### src/rtl/dsp_be_mlse_pkg.sv
// Shared types and constants for the MLSE decision backend.
// Flag masks, controller states and unit bundles live here so every stage agrees on field order.
package dsp_be_mlse_pkg;

    localparam int FlagW = 8;

    typedef struct packed {
        logic p1a;
        logic p1b;
        logic p2;
        logic p3a;
        logic p3b;
        logic p3o;
        logic p4m;
        logic p4p;
    } flag_mask_t;

    typedef enum logic [1:0] {
        ST_IDLE  = 2'd0,
        ST_FILL  = 2'd1,
        ST_RUN   = 2'd2,
        ST_FLUSH = 2'd3
    } mlse_ctrl_state_e;

    typedef struct packed {
        flag_mask_t flags;
        logic       vld;
    } flag_unit_t;

    typedef struct packed {
        logic signed [7:0] d0;
        logic signed [7:0] dm1;
        logic signed [7:0] dm2;
    } ari_unit_t;

endpackage

### src/rtl/dsp_be_sat_cnt.sv
// Saturating event counter with synchronous clear; clear beats a same-cycle increment.
// Single-cycle update, no backpressure.
module dsp_be_sat_cnt #(
    parameter int W = 16
) (
    input  logic         clk_i,
    input  logic         rst_i,
    input  logic         inc_i,
    input  logic         clr_i,
    output logic [W-1:0] cnt_o
);

    logic [W-1:0] cnt_q;
    logic [W-1:0] cnt_d;

    always_comb begin
        cnt_d = cnt_q;
        if (clr_i) begin
            cnt_d = '0;
        end else if (inc_i && (cnt_q != {W{1'b1}})) begin
            cnt_d = cnt_q + 1'b1;
        end
    end

    always_ff @(posedge clk_i) begin
        if (rst_i) begin
            cnt_q <= '0;
        end else begin
            cnt_q <= cnt_d;
        end
    end

    assign cnt_o = cnt_q;

endmodule

### src/rtl/dsp_be_mlse_ctrl.sv
// Sequencer for the MLSE decision datapath: tap warm-up gating, flushed config apply, resync count.
// Config lands on the last flush edge; ack pulses the cycle after. Upstream valid is never stalled.
module dsp_be_mlse_ctrl
    import dsp_be_mlse_pkg::*;
#(
    parameter int WarmupCycles = 4,
    parameter int FlushCycles  = 2,
    parameter int CntW         = 16
) (
    input  logic             i_clk,
    input  logic             i_rst,
    input  logic             i_din_valid,
    input  logic             i_cfg_req,
    input  logic             i_cfg_mlse_en,
    input  logic [FlagW-1:0] i_cfg_flag_mask,
    input  logic             i_cnt_clr,
    output logic             o_cfg_ack,
    output logic             o_mlse_en,
    output logic [FlagW-1:0] o_flag_mask,
    output logic             o_dout_valid,
    output logic [1:0]       o_state,
    output logic [CntW-1:0]  o_resync_cnt
);

    localparam int CntMax = (WarmupCycles > FlushCycles) ? WarmupCycles : FlushCycles;
    localparam int PhW    = (CntMax > 1) ? $clog2(CntMax) : 1;
    localparam logic [PhW-1:0] WarmLoad  = PhW'(WarmupCycles - 1);
    localparam logic [PhW-1:0] FlushLoad = PhW'(FlushCycles - 1);

    mlse_ctrl_state_e state_q;
    logic [PhW-1:0]   cnt_q;
    logic             acked_q;
    logic             ack_q;
    logic             mlse_en_q;
    flag_mask_t       mask_q;

    logic new_req;
    logic resync_inc;

    assign new_req    = i_cfg_req & ~acked_q;
    assign resync_inc = (state_q == ST_RUN) & ~i_din_valid;

    always_ff @(posedge i_clk) begin
        if (i_rst) begin
            state_q   <= ST_IDLE;
            cnt_q     <= '0;
            acked_q   <= 1'b0;
            ack_q     <= 1'b0;
            mlse_en_q <= 1'b0;
            mask_q    <= '0;
        end else begin
            ack_q <= 1'b0;
            if (!i_cfg_req) begin
                acked_q <= 1'b0;
            end
            case (state_q)
                ST_IDLE: begin
                    if (new_req) begin
                        mlse_en_q <= i_cfg_mlse_en;
                        mask_q    <= i_cfg_flag_mask;
                        ack_q     <= 1'b1;
                        acked_q   <= 1'b1;
                    end else if (i_din_valid) begin
                        state_q <= ST_FILL;
                        cnt_q   <= WarmLoad;
                    end
                end
                ST_FILL: begin
                    if (new_req) begin
                        state_q <= ST_FLUSH;
                        cnt_q   <= FlushLoad;
                    end else if (!i_din_valid) begin
                        state_q <= ST_IDLE;
                    end else if (cnt_q == '0) begin
                        state_q <= ST_RUN;
                    end else begin
                        cnt_q <= cnt_q - 1'b1;
                    end
                end
                ST_RUN: begin
                    if (new_req) begin
                        state_q <= ST_FLUSH;
                        cnt_q   <= FlushLoad;
                    end else if (!i_din_valid) begin
                        state_q <= ST_IDLE;
                    end
                end
                ST_FLUSH: begin
                    // Output stays squashed until the last flush edge, where the new config lands.
                    if (cnt_q == '0) begin
                        mlse_en_q <= i_cfg_mlse_en;
                        mask_q    <= i_cfg_flag_mask;
                        ack_q     <= 1'b1;
                        acked_q   <= 1'b1;
                        state_q   <= i_din_valid ? ST_FILL : ST_IDLE;
                        cnt_q     <= WarmLoad;
                    end else begin
                        cnt_q <= cnt_q - 1'b1;
                    end
                end
                default: state_q <= ST_IDLE;
            endcase
        end
    end

    dsp_be_sat_cnt #(
        .W(CntW)
    ) u_resync_cnt (
        .clk_i (i_clk),
        .rst_i (i_rst),
        .inc_i (resync_inc),
        .clr_i (i_cnt_clr),
        .cnt_o (o_resync_cnt)
    );

    assign o_cfg_ack    = ack_q;
    assign o_mlse_en    = mlse_en_q;
    assign o_flag_mask  = mask_q;
    assign o_dout_valid = (state_q == ST_RUN);
    assign o_state      = state_q;

endmodule

### config.mk
export PLATFORM = sky130hd
export DESIGN_NAME = dsp_be_mlse_ctrl
export DESIGN_NICKNAME = d
export VERILOG_FILES = /design/src/rtl/dsp_be_mlse_pkg.sv /design/src/rtl/dsp_be_sat_cnt.sv /design/src/rtl/dsp_be_mlse_ctrl.sv
export SDC_FILE = /design/constraint.sdc
export NUM_CORES = 1
export LEC_CHECK = 0
export ABC_AREA = 1
export CAP_MARGIN = 20
export CORE_MARGIN = 8
export CORE_UTILIZATION = 35
export CTS_CLUSTER_SIZE = 12
export DETAILED_ROUTE_END_ITERATION = 6
export GPL_TIMING_DRIVEN = 0
export HOLD_SLACK_MARGIN = 0.15
export PLACE_DENSITY = 0.67
export REMOVE_ABC_BUFFERS = 1
export SYNTH_ARGS = -nofsm -noshare
export SYNTH_HDL_FRONTEND = slang
export SYNTH_SLANG_ARGS = --single-unit
### constraint.sdc
create_clock -name i_clk -period 1.8 [get_ports i_clk]
set_input_delay 0.27 -clock i_clk [delete_from_list [all_inputs] [get_ports i_clk]]
set_output_delay 0.27 -clock i_clk [all_outputs]
set_load 0.1 [all_outputs]
==> results of run 1 <==
sequential cells by signal, summed over array words and instances, names as in the netlist:
signal              flops
acked_q                 1
cnt_q                   2
o_cfg_ack               1
o_flag_mask             8
o_mlse_en               1
o_state                 2
u_resync_cnt.cnt_o     16
power breakdown:
group          switching, mW  total, mW  internal [mW]
clock network          0.265      0.712          0.448
registers             0.0818      0.879          0.797
logic                   1.15       1.54          0.382
final cells by class:
cell class,instances,area [um^2],area share
inverters,28,105,0.0444
repair buffers,42,418,0.177
clock inverters,2,35.0,0.0148
multi-input cells,199,1020,0.432
well taps,67,83.8,0.0354
clock buffers,6,82.6,0.0349
flip-flops and latches,31,621,0.262
logic make-up after synthesis:
family	count (synthesis)
compound gates	36
buf+inv	32
fa+ha+maj	10
simple gates	153
flops	31
stage by stage:
stage	setup slack, ps	area [um^2]	hold WS (ps)
2_1_floorplan	-818	1730	339
3_3_place_gp	-419	2230	448
3_5_place_dp	-414	2230	454
4_1_cts	3.63	2350	459
5_1_grt	5.14	2370	484
6_report	52.1	2370	461
per-layer routing:
metal / up-vias / routed length [um] / GRT usage
met1: 762 / 1970 / 0.138
li1: 929 / - / -
met4: 0 / 44 / 0.0329
met2: 42 / 1900 / 0.184
met5: - / 0 / 0
met3: 6 / 273 / 0.0435
placed cells by master, fill, tap and decap left out, types with 2 or more instances in the layout:
master and n:
nand2_1 64, nor2_1 40, dfxtp_1 31, nand3_1 27
a21oi_1 26, inv_1 25, clkdlybuf4s15_2 16, clkdlybuf4s50_1 13
ha_1 10, dlygate4sd2_1 8, nand2_2 6, nor2_2 6
o21ai_0 6, clkbuf_8 6, nor2_4 4, inv_2 3
nand3b_1 2, nor3_1 2, clkdlybuf4s15_1 2, clkbuf_2 2
timing repair:
item | in CTS | in global routing
endpoints found under the setup margin | 33 | 24
gates resized for setup | 69 | 12
buffers inserted | 0 | 0
how the worst max path moves through the flow:
stage	endpoint	from	slack, ps
floorplan	cnt_q[0]$_SDFFE_PP0P_	o_state[0]$_SDFFE_PP0P_	-820
global placement	o_dout_valid	o_state[0]$_SDFFE_PP0P_	-420
detailed placement	o_dout_valid	o_state[0]$_SDFFE_PP0P_	-410
CTS	o_resync_cnt[15]	u_resync_cnt.cnt_o[15]$_SDFFE_PP0P_	4
global route	o_flag_mask[7]	o_flag_mask[7]$_SDFFE_PP0P_	5
finish	o_flag_mask[2]	o_flag_mask[2]$_SDFFE_PP0P_	50
==> reports/qor.yml, run 1 <==
worst_setup_path:
  cp_max_fo: 2
  cp_slowest_stage_delay_ps: 870
  crit_required_ps: 1530
  reg2regPathDepth: 9
  worst_path_max_delay_cell: "dlygate4sd2_1"
  end_kind: "output pin"
  r2r-start: "o_state[0]$_SDFFE_PP0P_"
  critPathKind: "flop to output pin"
  crit_chain: "dlygate4sd2_1"
  r2r_slack_ps: 180
  worst-endpoint-arrival_ps: 1480
  worst-path-buf-inv: 1
  path_depth: 1
  critPathTopFamily: "buffers and inverters"
  critPathLaunchType: "flop"
  r2r_end: "u_resync_cnt.cnt_o[10]$_SDFFE_PP0P_"
cells_and_area:
  synthToLayoutAreaGrowth_pct: 35.3
  drive_gt1_frac: 0.156
  fillers: 493
  antenna_cells: 0
  final_cells: 375
  layout.nets: 331
  final_util: 0.495
clocking:
  cts-hold-fix-buffers: 0
  cts_tree: "yes"
  clk_latency_ps: 280
  root_buffer: "clkbuf_8"
  clk_path_buf_depth: 2
  cts-htree-levels: 2
  clock_sinks: 31
  cts.clk_slew.worst_paths_ps: 70
  numCtsBuffers: 5
routing:
  ant_nets: 0
  vias_per_cell: 4.64
  drt_first_pass_iters: 4
  drt_iter0_markers: 82
  via_count: 1739
  wirelength_um: 4190
  avgRoutedWirePerCell_um: 11.2
  drc: 0
timing:
  hold_violations: 0
  rsz0062_at_grt: "no"
  fmax_ghz: 0.572
  finalSetupTns_ps: 0
  tightest_slew_ps: 984
  finalCritPeriodShare: 0.971
  fin_skew_ps: 2.37
  slew-limit-headroom: 0.347
  setup_viol: 0
  period_minus_slack_ps: 1750
  slew_viol_final: 0
synthesis:
  synthMostInstantiatedCell: "nand2_1"
  yosysTopAreaCell: "dfxtp_1"
  synth-edff-count: 0
  yosysUniqueCellTypes: 23
  synth_top_family_by_area: "simple AND/OR/NAND/NOR gates"
  syn_area_um2: 1750
  avgSynthCellArea_um2: 6.68
  ys_ff_latch: 31
  yosysSeqAreaShare: 0.355
  synth_area_leaders: "dfxtp_1 (35%), nand2_1 (14%), nor2_1 (9.7%), nand3_1 (7.7%), a21oi_1 (7.4%)"
  synth_top_cell_area_share: 0.355
  synthAdderAreaFrac: 0.0715
  synthMuxAreaShare: 0
  synth_common_cells: "nand2_1 (66), nor2_1 (45), dfxtp_1 (31)"
  synth_ff_type: "dfxtp_1"
  syn_inst: 262
  synth_compound_gate_area_share: 0.110
  yosys.area_share.xor_xnor: 0
  yosys_warnings: 0
  ys_async_sr_fraction: 0
  synthSimpleGateAreaFrac: 0.390
floorplan:
  ios: 43
  die_area_um2: 7520
  coreArea_um2: 4790
  num_rows: 25
  die_w_um: 86.7
  die_y_um: 86.7
  initial_core_util: 0.365
status:
  status: "completed"
placement:
  gp_congestion: 0.831
  dp.cells: 367
  dp_hpwl_um: 3220
  port_buffers: 42
min_path:
  hold_path_class: "flop to flop"
  hp-start: "o_flag_mask[0]$_SDFFE_PP0P_"
  whs_endpoint: "o_flag_mask[0]$_SDFFE_PP0P_"
  hold_depth: 2
power_and_ir_drop:
  peakVddDrop_mv: 0.952
  p_total_mw: 3.13
  pwr_density_cell_nw_per_um2: 1320
  p_leak_nw: 0.952
global_route:
  grt_pass1_wl_um: 7040
  grt_overflow_total: 0
  grt_pass1_vias: 1592
  grt_use_total: 0.114
  grt_max_degree: 20
  antenna_found_initial: 0
flow_run:
  max_cap_violations: 0
Note: power is estimated with default switching activity, not from simulation.
==> run 2: changes to the inputs <==
--- a/config.mk
+++ b/config.mk
@@ -7,7 +7,7 @@
 export LEC_CHECK = 0
 export ABC_AREA = 1
 export CAP_MARGIN = 20
-export CORE_MARGIN = 8
+export CORE_MARGIN = 3
 export CORE_UTILIZATION = 35
 export CTS_CLUSTER_SIZE = 12
 export DETAILED_ROUTE_END_ITERATION = 6
==> run 2 against run 1 <==
Compared with the run above: non-clock buffer count stayed put; sequential share of layout area is 0.21 points higher; worst hold slack better by 0.55 ps; design area is 0.79% lower; global-route usage is 2.3 points higher.
==> reports/qor.yml, run 2 (synthesis gave the netlist of run 1 again) <==
timing:
  slew-limit-headroom: 0.344  # -0.00241
  finalCritPeriodShare: 0.971  # about the same
  period_minus_slack_ps: 1750  # +0.252 ps
  timing.final.ws_setup_ps: 51.9  # -0.252 ps
  rsz0062_at_grt: "no"
  finalSetupTns_ps: 0  # unchanged
  setup_viol: 0  # unchanged
  tightest_slew_ps: 988  # +3.71 ps
  fmax_ghz: 0.572  # about the same
  fin_skew_ps: 3.92  # +1.55 ps
  hold_violations: 0  # unchanged
  slew_viol_final: 0  # unchanged
worst_setup_path:
  r2r_slack_ps: 190  # about the same
  reg2regPathDepth: 9  # unchanged
  crit_required_ps: 1530  # about the same
  critPathLaunchType: "flop"
  critPathKind: "flop to output pin"
  end_kind: "output pin"
  worst_path_max_delay_cell: "dlygate4sd2_1"
  cp_slowest_stage_delay_ps: 870  # about the same
  r2r_end: "u_resync_cnt.cnt_o[10]$_SDFFE_PP0P_"
  crit_chain: "dlygate4sd2_1"
  r2r-start: "o_state[0]$_SDFFE_PP0P_"
  cp_max_fo: 2  # unchanged
  worst-path-buf-inv: 1  # unchanged
  worst-endpoint-arrival_ps: 1480  # about the same
  critPathTopFamily: "buffers and inverters"
clocking:
  clock_sinks: 31  # unchanged
  clk_latency_ps: 280  # about the same
  cts-hold-fix-buffers: 0  # unchanged
  numCtsBuffers: 5  # unchanged
  cts_tree: "yes"
  cts.clk_slew.worst_paths_ps: 70  # about the same
  cts_resized: 68  # -1.4%
  root_buffer: "clkbuf_8"
  cts-htree-levels: 2  # unchanged
  cts_setup_buffers: 0  # unchanged
  clk_path_buf_depth: 2  # unchanged
floorplan:
  ios: 43  # unchanged
  die_y_um: 76.7  # -12%
  initial_core_util: 0.365  # unchanged
  die_area_um2: 5880  # -22%
  coreArea_um2: 4790  # unchanged
  num_rows: 25  # unchanged
  die_w_um: 76.7  # -12%
cells_and_area:
  drive_gt1_frac: 0.143  # -0.0130
  layout.nets: 331  # unchanged
  layout_common_cells: "nand2_1 (65), nor2_1 (43), dfxtp_1 (31), nand3_1 (27), a21oi_1 (26)"
  final_util: 0.491  # -0.00392
  largest_register_ff_count: 16  # unchanged
  antenna_cells: 0  # unchanged
  layout_commonest_cell: "nand2_1"
  synthToLayoutAreaGrowth_pct: 34.3
min_path:
  hold_depth: 2  # unchanged
  hold_path_class: "flop to flop"
  whs_endpoint: "o_flag_mask[5]$_SDFFE_PP0P_"
  hp-start: "o_flag_mask[5]$_SDFFE_PP0P_"
global_route:
  grt_pass1_wl_um: 6780  # -3.7%
  grt_use_total: 0.137  # +0.0226
  grt_pass1_vias: 1517  # -4.7%
  grt_overflow_total: 0  # unchanged
  antenna_found_initial: 0  # unchanged
  grt_max_degree: 20  # unchanged
routing:
  avgRoutedWirePerCell_um: 10.6  # -5.3%
  ant_nets: 0  # unchanged
  wirelength_um: 3970  # -5.3%
  drc: 0  # unchanged
  via_count: 1731  # -0.46%
  vias_per_cell: 4.62  # -0.46%
  drt_iter0_markers: 53  # -35%
  drt_first_pass_iters: 4  # unchanged
placement:
  dp_hpwl_um: 2960  # -8.1%
  dp_slack_ps: -402  # +12.5 ps
  gp_congestion: 0.847  # +1.9%
  port_buffers: 42  # unchanged
flow_run:
  max_cap_violations: 0  # unchanged
status:
  status: "completed"
power_and_ir_drop:
  peakVddDrop_mv: 0.974  # +2.2%
  p_leak_nw: 0.958  # +0.66%
  pwr_density_cell_nw_per_um2: 1330  # +0.55%
-- run 2: cell types whose count changed in the layout (fill, tap and decap cells not counted), sizes merged --
| cell | change |
|---|---|
| clkdlybuf4s15 | -3 |
| dlygate4sd2 | +2 |
| clkbuf | +1 |
-- run 2: worst max path at each step --
| stage | from | to | slack, ps | cells after the start |
|---|---|---|---|---|
| after floorplan | o_state[0]$_SDFFE_PP0P_ | cnt_q[0]$_SDFFE_PP0P_ | -820 | 8 |
| after global placement | o_state[0]$_SDFFE_PP0P_ | o_dout_valid | -400 | 3 |
| after detailed placement | o_state[0]$_SDFFE_PP0P_ | o_dout_valid | -400 | 3 |
| after CTS | u_resync_cnt.cnt_o[14]$_SDFFE_PP0P_ | o_resync_cnt[14] | 1 | 1 |
| after global routing | o_flag_mask[1]$_SDFFE_PP0P_ | o_flag_mask[1] | 5 | 1 |
| final | o_flag_mask[4]$_SDFFE_PP0P_ | o_flag_mask[4] | 50 | 1 |
-- run 2: layout make-up --
cell class | count | area, um^2
fill | 509 | 2440
clock buffer | 6 | 82.6
clock inverter | 2 | 35.0
sequential | 31 | 621
multi-input combinational | 199 | 1010
timing repair buffer | 42 | 409
inverter | 28 | 105
tap | 67 | 83.8
-- run 2: through the flow --
stage          instances  power [mW]  cell area (um^2)  hold WS (ps)
2_1_floorplan        258        2.12              1730           339
3_3_place_gp         367        2.46              2230           448
3_5_place_dp         367        2.46              2230           458
4_1_cts              375        3.14              2350           462
5_1_grt              375        3.32              2350           478
6_report             375        3.12              2350           461
-- run 2: routing by layer --
layer	GRT usage	wire length, um
met5	0	0
met4	0.0272	8
met3	0.0399	196
met2	0.229	1890
met1	0.176	1870
-- run 2: where the power goes --
group | leakage, nW | switching [mW] | internal [mW] | total, mW
Sequential | 0.252 | 0.0811 | 0.797 | 0.878
Clock | 0.0612 | 0.263 | 0.448 | 0.711
Combinational | 0.645 | 1.15 | 0.378 | 1.53
